### config.mk
export PLATFORM = sky130hd
export DESIGN_NAME = env_vca
export DESIGN_NICKNAME = d
export VERILOG_FILES = /design/src/rtl/env_vca_pkg.sv /design/src/rtl/vca_slew.sv /design/src/rtl/env_vca.sv
export SDC_FILE = /design/constraint.sdc
export NUM_CORES = 1
export LEC_CHECK = 0
export ABC_AREA = 1
export BUFFER_PORTS_ARGS = -buffer_cell sky130_fd_sc_hd__buf_2
export CAP_MARGIN = 20
export CORE_MARGIN = 2
export CORE_UTILIZATION = 45
export CTS_CLUSTER_DIAMETER = 100
export DETAILED_ROUTE_END_ITERATION = 10
export PLACE_DENSITY = 0.66
export SETUP_SLACK_MARGIN = 0.15
export SLEW_MARGIN = 40
export SYNTH_ARGS = -nofsm -noshare
export SYNTH_HDL_FRONTEND = slang
export SYNTH_SLANG_ARGS = --single-unit
### constraint.sdc
create_clock -name clk -period 8.9 [get_ports clk]
set_input_delay 0.445 -clock clk [delete_from_list [all_inputs] [get_ports clk]]
set_output_delay 0.445 -clock clk [all_outputs]
set_load 0.02 [all_outputs]
### src/rtl/env_vca_pkg.sv
// ============================================================================
//  Module   : env_vca_pkg
//  Purpose  : Shared synth constants (audio sample width, envelope width and
//             default VCA gain slew) used by the envelope generator, the
//             oscillators and the VCA.
//  Ports    : none (package)
//  Revision : 1.0 - initial release
// ============================================================================
`default_nettype none

package env_vca_pkg;

    // Signed audio sample width shared by oscillators and the VCA.
    localparam int SYNTH_SAMPLE_WIDTH = 16;

    // Envelope width; equals the envelope generator's ACCUMULATOR_BITS.
    localparam int SYNTH_ENV_WIDTH    = 16;

    // Default maximum gain change per accepted sample.
    localparam int SYNTH_SLEW_STEP    = 256;

endpackage : env_vca_pkg

`default_nettype wire

### src/rtl/vca_slew.sv
// ============================================================================
//  Module   : vca_slew
//  Purpose  : Slew-rate limiter for the VCA gain. On each enable the level
//             jumps to the target if it is within SLEW_STEP, otherwise it
//             moves toward the target by exactly SLEW_STEP.
//  Ports    : clk    - clock, rising edge
//             rst    - asynchronous active-high reset (level -> 0)
//             en     - update strobe (one per accepted sample)
//             target - requested level (unsigned)
//             level  - current smoothed level (unsigned)
//  Revision : 1.0 - initial release
// ============================================================================
`default_nettype none

module vca_slew
    import env_vca_pkg::*;
#(
    parameter int ENV_WIDTH = SYNTH_ENV_WIDTH,
    parameter int SLEW_STEP = SYNTH_SLEW_STEP
) (
    input  logic                 clk,
    input  logic                 rst,
    input  logic                 en,
    input  logic [ENV_WIDTH-1:0] target,
    output logic [ENV_WIDTH-1:0] level
);

    // One extra bit so distances and the step compare without wrap.
    localparam logic [ENV_WIDTH:0] c_STEP = (ENV_WIDTH + 1)'(SLEW_STEP);

    logic [ENV_WIDTH-1:0] r_level;
    logic [ENV_WIDTH-1:0] w_next;
    logic [ENV_WIDTH:0]   w_dist_up;
    logic [ENV_WIDTH:0]   w_dist_dn;
    logic                 w_rising;

    assign w_rising  = (target >= r_level);
    assign w_dist_up = {1'b0, target}  - {1'b0, r_level};
    assign w_dist_dn = {1'b0, r_level} - {1'b0, target};

    // The step branches are only taken when the distance exceeds the step,
    // so neither the add nor the subtract can wrap.
    always_comb begin
        w_next = r_level;
        if (w_rising) begin
            if (w_dist_up <= c_STEP) begin
                w_next = target;
            end else begin
                w_next = r_level + c_STEP[ENV_WIDTH-1:0];
            end
        end else begin
            if (w_dist_dn <= c_STEP) begin
                w_next = target;
            end else begin
                w_next = r_level - c_STEP[ENV_WIDTH-1:0];
            end
        end
    end

    always_ff @(posedge clk or posedge rst) begin
        if (rst) begin
            r_level <= '0;
        end else if (en) begin
            r_level <= w_next;
        end
    end

    assign level = r_level;

endmodule : vca_slew

`default_nettype wire

### src/rtl/env_vca.sv
// ============================================================================
//  Module   : env_vca
//  Purpose  : Voltage-controlled amplifier. Scales a signed sample stream by
//             a slew-limited unsigned envelope gain through a 3-stage
//             valid/ready pipeline (capture -> product -> output).
//  Ports    : clk      - clock, rising edge
//             rst      - asynchronous active-high reset
//             env_in   - envelope level, sampled only on an accept
//             s_valid  / s_ready / s_data  - input sample stream
//             m_valid  / m_ready / m_data  - output sample stream
//             gain     - current smoothed gain register
//  Revision : 1.0 - initial release
// ============================================================================
`default_nettype none

module env_vca
    import env_vca_pkg::*;
#(
    parameter int SAMPLE_WIDTH = SYNTH_SAMPLE_WIDTH,
    parameter int ENV_WIDTH    = SYNTH_ENV_WIDTH,
    parameter int SLEW_STEP    = SYNTH_SLEW_STEP
) (
    input  logic                    clk,
    input  logic                    rst,
    input  logic [ENV_WIDTH-1:0]    env_in,
    input  logic                    s_valid,
    output logic                    s_ready,
    input  logic [SAMPLE_WIDTH-1:0] s_data,
    output logic                    m_valid,
    input  logic                    m_ready,
    output logic [SAMPLE_WIDTH-1:0] m_data,
    output logic [ENV_WIDTH-1:0]    gain
);

    localparam int c_PROD_W = SAMPLE_WIDTH + ENV_WIDTH + 1;

    logic                       w_adv;
    logic                       w_accept;
    logic [ENV_WIDTH-1:0]       w_gain;

    // P1: sample plus the gain in force before this accept's update
    logic                       r_v1;
    logic [SAMPLE_WIDTH-1:0]    r_s1;
    logic [ENV_WIDTH-1:0]       r_g1;

    // P2: full-precision product
    logic                       r_v2;
    logic signed [c_PROD_W-1:0] r_p2;
    logic signed [c_PROD_W-1:0] w_prod;
    logic signed [c_PROD_W-1:0] w_shifted;

    // P3: output register
    logic                       r_v3;
    logic [SAMPLE_WIDTH-1:0]    r_d3;

    logic                       w_unused_hi;

    // Whole pipeline moves in lockstep whenever the output slot is free.
    assign w_adv    = m_ready | ~r_v3;
    assign w_accept = s_valid & w_adv;

    vca_slew #(
        .ENV_WIDTH (ENV_WIDTH),
        .SLEW_STEP (SLEW_STEP)
    ) u_slew (
        .clk    (clk),
        .rst    (rst),
        .en     (w_accept),
        .target (env_in),
        .level  (w_gain)
    );

    // Gain is zero-extended so it multiplies as a non-negative value.
    assign w_prod    = $signed(r_s1) * $signed({1'b0, r_g1});
    // Arithmetic shift floors toward minus infinity; max |gain| < 2^ENV_WIDTH
    // keeps the result inside SAMPLE_WIDTH bits.
    assign w_shifted = r_p2 >>> ENV_WIDTH;
    assign w_unused_hi = ^w_shifted[c_PROD_W-1:SAMPLE_WIDTH];

    always_ff @(posedge clk or posedge rst) begin
        if (rst) begin
            r_v1 <= 1'b0;
            r_s1 <= '0;
            r_g1 <= '0;
            r_v2 <= 1'b0;
            r_p2 <= '0;
            r_v3 <= 1'b0;
            r_d3 <= '0;
        end else if (w_adv) begin
            r_v1 <= w_accept;
            r_v2 <= r_v1;
            r_v3 <= r_v2;
            if (w_accept) begin
                r_s1 <= s_data;
                r_g1 <= w_gain;
            end
            if (r_v1) begin
                r_p2 <= w_prod;
            end
            if (r_v2) begin
                r_d3 <= w_shifted[SAMPLE_WIDTH-1:0];
            end
        end
    end

    assign s_ready = w_adv;
    assign m_valid = r_v3;
    assign m_data  = r_d3;
    assign gain    = w_gain;

endmodule : env_vca

`default_nettype wire

* Word-level counts from Yosys, hierarchy flattened
Cells that the tools add are included.
** Word-level totals
- Register bits after elaboration :: 99
- Bits of input ports :: 36
- Output and inout bits :: 34
- Word-level logic and storage cells :: 25
** Cells by class
- Add/subtract/negate cells :: 4
- Multipliers :: 1
- Magnitude comparators :: 3
- Muxes and demuxes :: 3
- Bitwise logic cells :: 3
- Reductions and logical operators :: 3
** Operators with widths (count)
- $mux 16 :: 3
- $le 17x9->1 const B :: 2
- $sub 16x16->17 :: 2
- $mul 16x17->32 :: 1
- $add 16x9->16 const B :: 1
- $ge 16x16->1 :: 1
- $sub 16x9->16 const B :: 1
- $reduce_and 2->1 :: 3
- $and 1x1->1 :: 1
- $not 1->1 :: 1
- $or 1x1->1 :: 1

* Depth between registers and ports, before layout
Gate-level depths: netlist of the first run.
- Depth after elaboration :: 4
- Gate-level depth with buffers :: 27

* Modules after synthesis
A second synthesis of the first run with hierarchy kept.
** Second synthesis, totals
- Cell total of the unflattened synthesis :: 2145
- Area, all modules :: 15182.1 um^2
** Modules (own cells, without submodules)
- env_vca :: times used 1, cells each 1523, area an instance 11727.5 um^2, seq. area each 1676.6 um^2
- vca_slew :: times used 1, cells each 622, area an instance 3454.6 um^2, seq. area each 400.4 um^2

* Worst setup path after synthesis of the first run
OpenSTA, ideal clock, no wires.
- Path type :: flip-flop to flip-flop
- Start :: reg r_s1[10]
- End :: reg r_p2[24]
- Setup time :: 118 ps
- Data arrival time :: 5558 ps
- Path slack :: 3224 ps
- Cell stages (with the launch flop) :: 23
- Path buffers :: 2
- Cells stage by stage :: dfrtp_1 clkbuf_1 clkbuf_1 nand2_1 fa_1 inv_1 fa_1 fa_1 fa_1 fa_1 inv_1 fa_1 inv_1 ha_1 nand2_1 nor2_1 inv_1 nor3_1 or3b_2 nand3_1 nand2_1 nand3_1 nand2_1
** On the way
- Cells in the longest elaborated chain, start to end :: 1
** RTL lines
- start: declaration :: line env_vca.sv:43 : logic [SAMPLE_WIDTH-1:0] r_s1;
- start signal: assignment :: line env_vca.sv:94 : r_s1 <= s_data;
- $mul 16x17->32 :: line env_vca.sv:74 : assign w_prod = $signed(r_s1) * $signed({1'b0, r_g1});
- end signal: assignment :: line env_vca.sv:98 : r_p2 <= w_prod;
- end: declaration :: line env_vca.sv:48 : logic signed [c_PROD_W-1:0] r_p2;
Every way passes these cells.
A chain may end at the register's enable or synchronous reset.

* Worst setup path after layout of the first run
- Start :: reg r_s1[15]
- End :: reg r_p2[24]
Same word-level chain as after synthesis.

==> metrics, run 1 <==
cell mode on critical path=fa_1; met3 Track Usage GR=under 10%; wire per inst=14.9 um; die area=between 30,000 and 40,000 sq um; min cycle time layout=just over 6 ns; max_cap viols=0; most common cell in the synthesized netlist=nand2_1; asr flop ratio synth=100%; setup TNS=0 ns; CTS sink cnt=83; ANT nets after route=0; diode count=0; share of layout cells above drive strength 1=under 10%; Synth area leader=fa_1; io pins=70; fin nets=between 2,000 and 2,500; crit path cell chain=clkinv_1 -> or2_2 -> fa_1 -> inv_1 -> fa_1 -> fa_1 -> fa_1 -> fa_1 -> inv_1 -> fa_1 -> inv_1 -> ha_1 -> nand2_1 -> nor2_1 -> inv_1 -> nor3_1 -> or3b_2 -> nand3_1 -> nand2_1 -> nand3_1 -> nand2_1; Slew Limit Fails=0; cell with the largest stage delay on the worst path=fa_1; dpl hpwl=30.1 mm; hold buffers post-CTS=0; critical path fanouts, max=19; vias per cell=5.04; Remaining DRCs=0; filler cell count=between 3,000 and 4,000; EDFF count, synth=0; DRT Wirelength=36.8 mm; Worst setup EP type=flip-flop; RSZ-0062 raised after global routing=false; Synth Area per Inst=around 7.3 sq um; max incr delay on CP=between 0.5 and 0.6 ns; status=finished clean; most area-consuming cells after synthesis=fa_1 26%, nand2_1 16%, dfrtp_1 14%; core footprint=roughly 32,000 sq um; post-synthesis register bit count=just over 80; Max Freq=164 MHz; period utilization=between 60 and 70%; GRT overflow=0; Port Buffer Count=69; Die Ht=between 150 and 200 um; Root Driver=clkbuf_16; Clock Tree Buf Depth=2; grt met1 use=31.9%; Synth cell types=48; vias in the first global route=approximately 13,000; initial antenna violation count=0; top-area cell type share of the netlist area=between 20% and 30%; Iteration-0 DRC Markers=about 870; Startpoint Class=flip-flop; Req. time, crit path=slightly above 9 ns; Setup-failing EPs final=0; FP Rows=66; Syn. warnings=0; # Post-CTS Setup Buffers=0; clock-pin transition on the worst setup and hold timing paths=approximately 0.070 ns; Post-Syn Instances=2,015; Rel. slew slack=a little under half; Hold Crit Class=primary input to async pin; net count after synthesis=approximately 2,400; GRT Overall Usage=23.2%; Initial Util=a little under half; Commonest cells post-synth=610 x nand2_1, 469 x inv_1, 193 x fa_1; Clock Latency Late Sink=0.37 ns; register area share after synthesis=between 10% and 20%; Die Wd=between 150 and 200 um; CTS buffer count=9; crit path DAT=between 6 and 7 ns; Most Used Layer, Global Route=met2; first-pass GRT wire length=62.6 mm; Final Hold Vio Count=0; DRT Pass-1 Iters=6; H-tree lvl count=3; DR vias=12,400; CP Class=flip-flop to flip-flop; TritonCTS clock tree=built; GPL Wtd Cong=0.936; ys flop type=dfrtp_1; Clock Skew=about 0.014 ns; global-route track usage on met2=roughly two fifths; Worst-Margin Slew=just over 0.8 ns; post-CTS sizing=0; Post-Syn Area=approximately 15,000 sq um; Layout area overhead=6.20%; pin count of the biggest net entering global routing=just under 60
## per-layer routing
metal / vias to the layer above / wire [um]
met1: 5980 / 16700
li1: 6010 / -
met3: 71 / 1720
met2: 370 / 17200
met5: - / 0
met4: 0 / 1120
## cell families (layout without fill, tap and decap cells)
family / count (synthesis) / after routing / share of synthesized area [%]
muxes: 13 / 13 / 0.996
buffers and inverters: 558 / 568 / 14.3
and+or+nand+nor: 853 / 853 / 24.7
xor gates and xnor gates: 24 / 24 / 1.43
DFF: 83 / 83 / 14.1
adders and majority gates: 341 / 341 / 38.9
AOI/OAI and AO/OA: 143 / 143 / 5.52
## worst max-delay path, delay by kind of cell (launching register included)
kind                     cells  cell delay, ns
adder cells (fa/ha/maj)      7            3.25
AND/OR/NAND/NOR              9            1.70
buffers and inverters        5            0.70
flip-flops                   1            0.33
## sequential cells by signal, summed over array words and instances (netlist names)
name / count
r_g1: 16
r_v2: 1
m_valid: 1
r_p2: 16
u_slew.level: 16
r_v1: 1
m_data: 16
r_s1: 16
## layout by cell type (no fill, tap or decap), types with 8 or more instances in the layout
cell type    n
o21ai_0     56
clkbuf_16    9
nor3_1      11
nor2_4       8
nand2_2     15
nand3_1     86
a21oi_1     56
inv_1      468
nand4_1     28
mux2_2      13
o21ai_2      8
buf_2       69
ha_1       148
nor2_1      63
or2_2        9
xor2_1      17
nand2_1    609
dfrtp_1     83
fa_1       193
## stage by stage
| step | hold slack [ns] | instances | worst slack (ns) | util (%) | area (sq um) |
|---|---|---|---|---|---|
| 5_1_grt | 0.190 | 2467 | 2.33 | 48.2 | 15600 |
| 3_5_place_dp | 0.462 | 2451 | 2.84 | 47.3 | 15300 |
| 6_report | 0.146 | 2467 | 2.80 | 48.2 | 15600 |
| 4_1_cts | 0.165 | 2467 | 2.81 | 48.2 | 15600 |
| 2_1_floorplan | 0.445 | 2015 | 3.22 | - | 14700 |
| 3_3_place_gp | 0.465 | 2451 | 2.92 | 47.3 | 15300 |
## cell type report
cell class / count / area [sq um] / share of cell area, %
timing repair buffer: 72 / 368 / 2.36
inverter: 480 / 1800 / 11.6
multi-input combinational: 1374 / 10500 / 67.4
clock inverter: 6 / 47.5 / 0.305
sequential: 83 / 2080 / 13.3
clock buffer: 10 / 239 / 1.53
tap: 442 / 553 / 3.54
## final timing paths
| check | startpoint | end | slack (ns) | cells past startpoint |
|---|---|---|---|---|
| setup reg to reg | r_s1[15] | r_p2[24] | 2.80 | 21 |
| setup / recovery | r_s1[15] | r_p2[24] | 2.80 | 21 |
| min in group clk | s_data[8] | r_s1[8] | 0.26 | 3 |
| hold reg to reg | r_p2[23] | r_p2[23] | 0.48 | 2 |
| max in group asynchronous | rst | r_g1[3] | 7.65 | 3 |
| hold / removal | rst | m_valid | 0.15 | 2 |
Power of run 1 is left out: the tool's default activity adds up to more than one toggle a clock period on the data nets, which glitch-free logic cannot reach.
==> inputs of run 2 (changes only) <==
PLACE_DENSITY = 0.69   (was 0.66)
clock period = 5.4 ns   (was 8.9 ns; I/O delays follow)
==> run 2 against run 1 <==
- non-clock buffer count grew 132
- maximum frequency grew 14%
- first-iteration DRC count grew 1.9%
- register-to-register slack lost 2.8 ns
- worst setup slack lost 2.8 ns
- core utilization grew 5.7 points
- via count grew 6.0%
- wire length grew 12%
- sequential share of layout area shrank 1.3 points
- global-route usage grew 2.0 points
- flip-flop and latch count is the same
- count of clock-buffer cells in the layout shrank 1
- largest cell class unchanged
==> metrics, run 2 (synthesized netlist as in run 1, its figures left out) <==
Hold Crit Class=primary input to flip-flop; crit path DAT=around 5.6 ns; fin util=between 50% and 60%; Iteration-0 DRC Markers=891; ANT nets after route=0; first-pass GRT wire length=approximately 67 mm; share of layout cells above drive strength 1=approximately a fifth; Die Ht=between 150 and 200 um; Min Hold Slack=between 0.08 and 0.09 ns; CTS buffer count=9; Port Buffer Count=69; Rel. slew slack=48.0%; pin count of the biggest net entering global routing=57; initial antenna violation count=0; die area=34,100 sq um; r2r startpoint=r_g1[11]; critical path fanouts, max=3; Remaining DRCs=0; fin nets=2,529; GRT overflow=0; CP Class=flip-flop to flip-flop; vias per cell=a little over 5; Worst setup EP type=flip-flop; Final Hold Vio Count=0; core footprint=~32,000 sq um; Worst-Margin Slew=between 0.7 and 0.8 ns; diode count=0; Worst R2R Path Depth=22; Slew Limit Fails=0; vias in the first global route=~14,000; RSZ-0062 raised after global routing=true; commonest cells after routing, fill and taps aside=582 x nand2_1, 445 x inv_1, 182 x fa_1, 130 x ha_1, 109 x buf_4; max_cap viols=0; Initial Util=a little under half; period utilization=between 90% and 100%; Die Wd=185 um; DRT Pass-1 Iters=5; status=finished clean; PnR worst setup slack=approximately 0.028 ns; reg2reg end=r_p2[24]; DR vias=~13,000; H-tree lvl count=3; Clock Tree Buf Depth=2; Startpoint Class=flip-flop; worst-case setup slack after placement=-0.195 ns; Setup-failing EPs final=0; FF-to-FF setup slack=around 0.028 ns; CTS sink cnt=slightly above 80; wire per inst=roughly 16 um; min cycle time layout=between 5 and 6 ns; DRT Wirelength=a little over 40 mm; GRT Overall Usage=between 20% and 30%; Max Freq=~190 MHz; clock-pin transition on the worst setup and hold timing paths=approximately 0.070 ns; Clock Latency Late Sink=0.37 ns; FP Rows=66; hold_sp=s_data[11]; GPL Wtd Cong=roughly 0.94; Hold Path Cell Cnt=3; most common cell after layout, fill and taps aside=nand2_1; Clock Skew=0.0147 ns; Root Driver=clkbuf_16; Hold Path End=r_s1[11]; Req. time, crit path=5.65 ns; io pins=70; Layout area overhead=18.8%; TritonCTS clock tree=built; dpl hpwl=32.5 mm
[run 2: changes by cell type in the layout (fill, tap and decap cells not counted), moves of 20 or more]
| cell | before | now |
|---|---|---|
| nand2_1 | 609 | 582 |
| buf_4 | 3 | 109 |
| nand2_2 | 15 | 38 |
| inv_2 | 6 | 29 |
| a21oi_1 | 56 | 36 |
| inv_1 | 468 | 445 |
[run 2: how the worst max path moves through the flow]
stage | startpoint | endpoint | slack (ns)
final | r_g1[11] | r_p2[24] | 0.03
after global routing | r_g1[5] | r_p2[29] | -0.18
after CTS | r_g1[5] | r_p2[29] | 0.11
after detailed placement | r_g1[11] | r_p2[20] | -0.19
after global placement | r_s1[5] | r_p2[25] | -0.12
after floorplan | r_g1[11] | r_p2[24] | 0.15
[run 2: area by class of cell]
type / count / area, sq um
Clock buffer: 9 / 225
Clock inverter: 7 / 98.8
Fill cell: 3075 / 14900
Inverter: 480 / 1800
Multi-Input combinational cell: 1374 / 11100
Sequential cell: 83 / 2100
Tap cell: 442 / 553
Timing Repair Buffer: 204 / 1530
[run 2: per-layer routing]
layer	up-vias	global-route usage (%)	wire length, um
met5	-	0	0
met4	0	7.59	991
met3	68	2.88	2400
met2	420	42.5	19400
met1	6419	34.1	18300
li1	6273	-	-
[run 2: per-stage QoR]
| step | instances | TNS [ns] | instance area, sq um |
|---|---|---|---|
| finish | 2599 | 0 | 17500 |
| CTS | 2588 | 0 | 17100 |
| global route | 2599 | -1.82 | 17500 |
| detailed placement | 2543 | -1.06 | 16100 |
| floorplan | 2015 | 0 | 14900 |
| global placement | 2543 | -0.295 | 16100 |
[run 2: worst max-delay path, cell delays in order, from the launching register on]
cell     delay, ns
dfrtp_2       0.44
buf_12        0.14
buf_4         0.13
nand2_1       0.07
fa_1          0.45
fa_1          0.51
fa_1          0.53
inv_2         0.05
fa_1          0.49
fa_1          0.49
inv_1         0.05
fa_1          0.50
inv_2         0.05
ha_4          0.29
nand2_2       0.08
nor2_2        0.15
buf_4         0.12
nand2_1       0.06
or3b_4        0.41
nand3_2       0.07
nand2_1       0.06
nand3_2       0.07
nand2_1       0.05
[run 2: repair_timing]
item	CTS	global route
resized for setup	131	86
endpoints found under the hold margin	31	0
hold buffers	1	0
pin swaps	49	26
cloned	0	1
endpoints found under the setup margin	16	16
setup buffers	28	10
Power of run 2 is left out for the same reason.
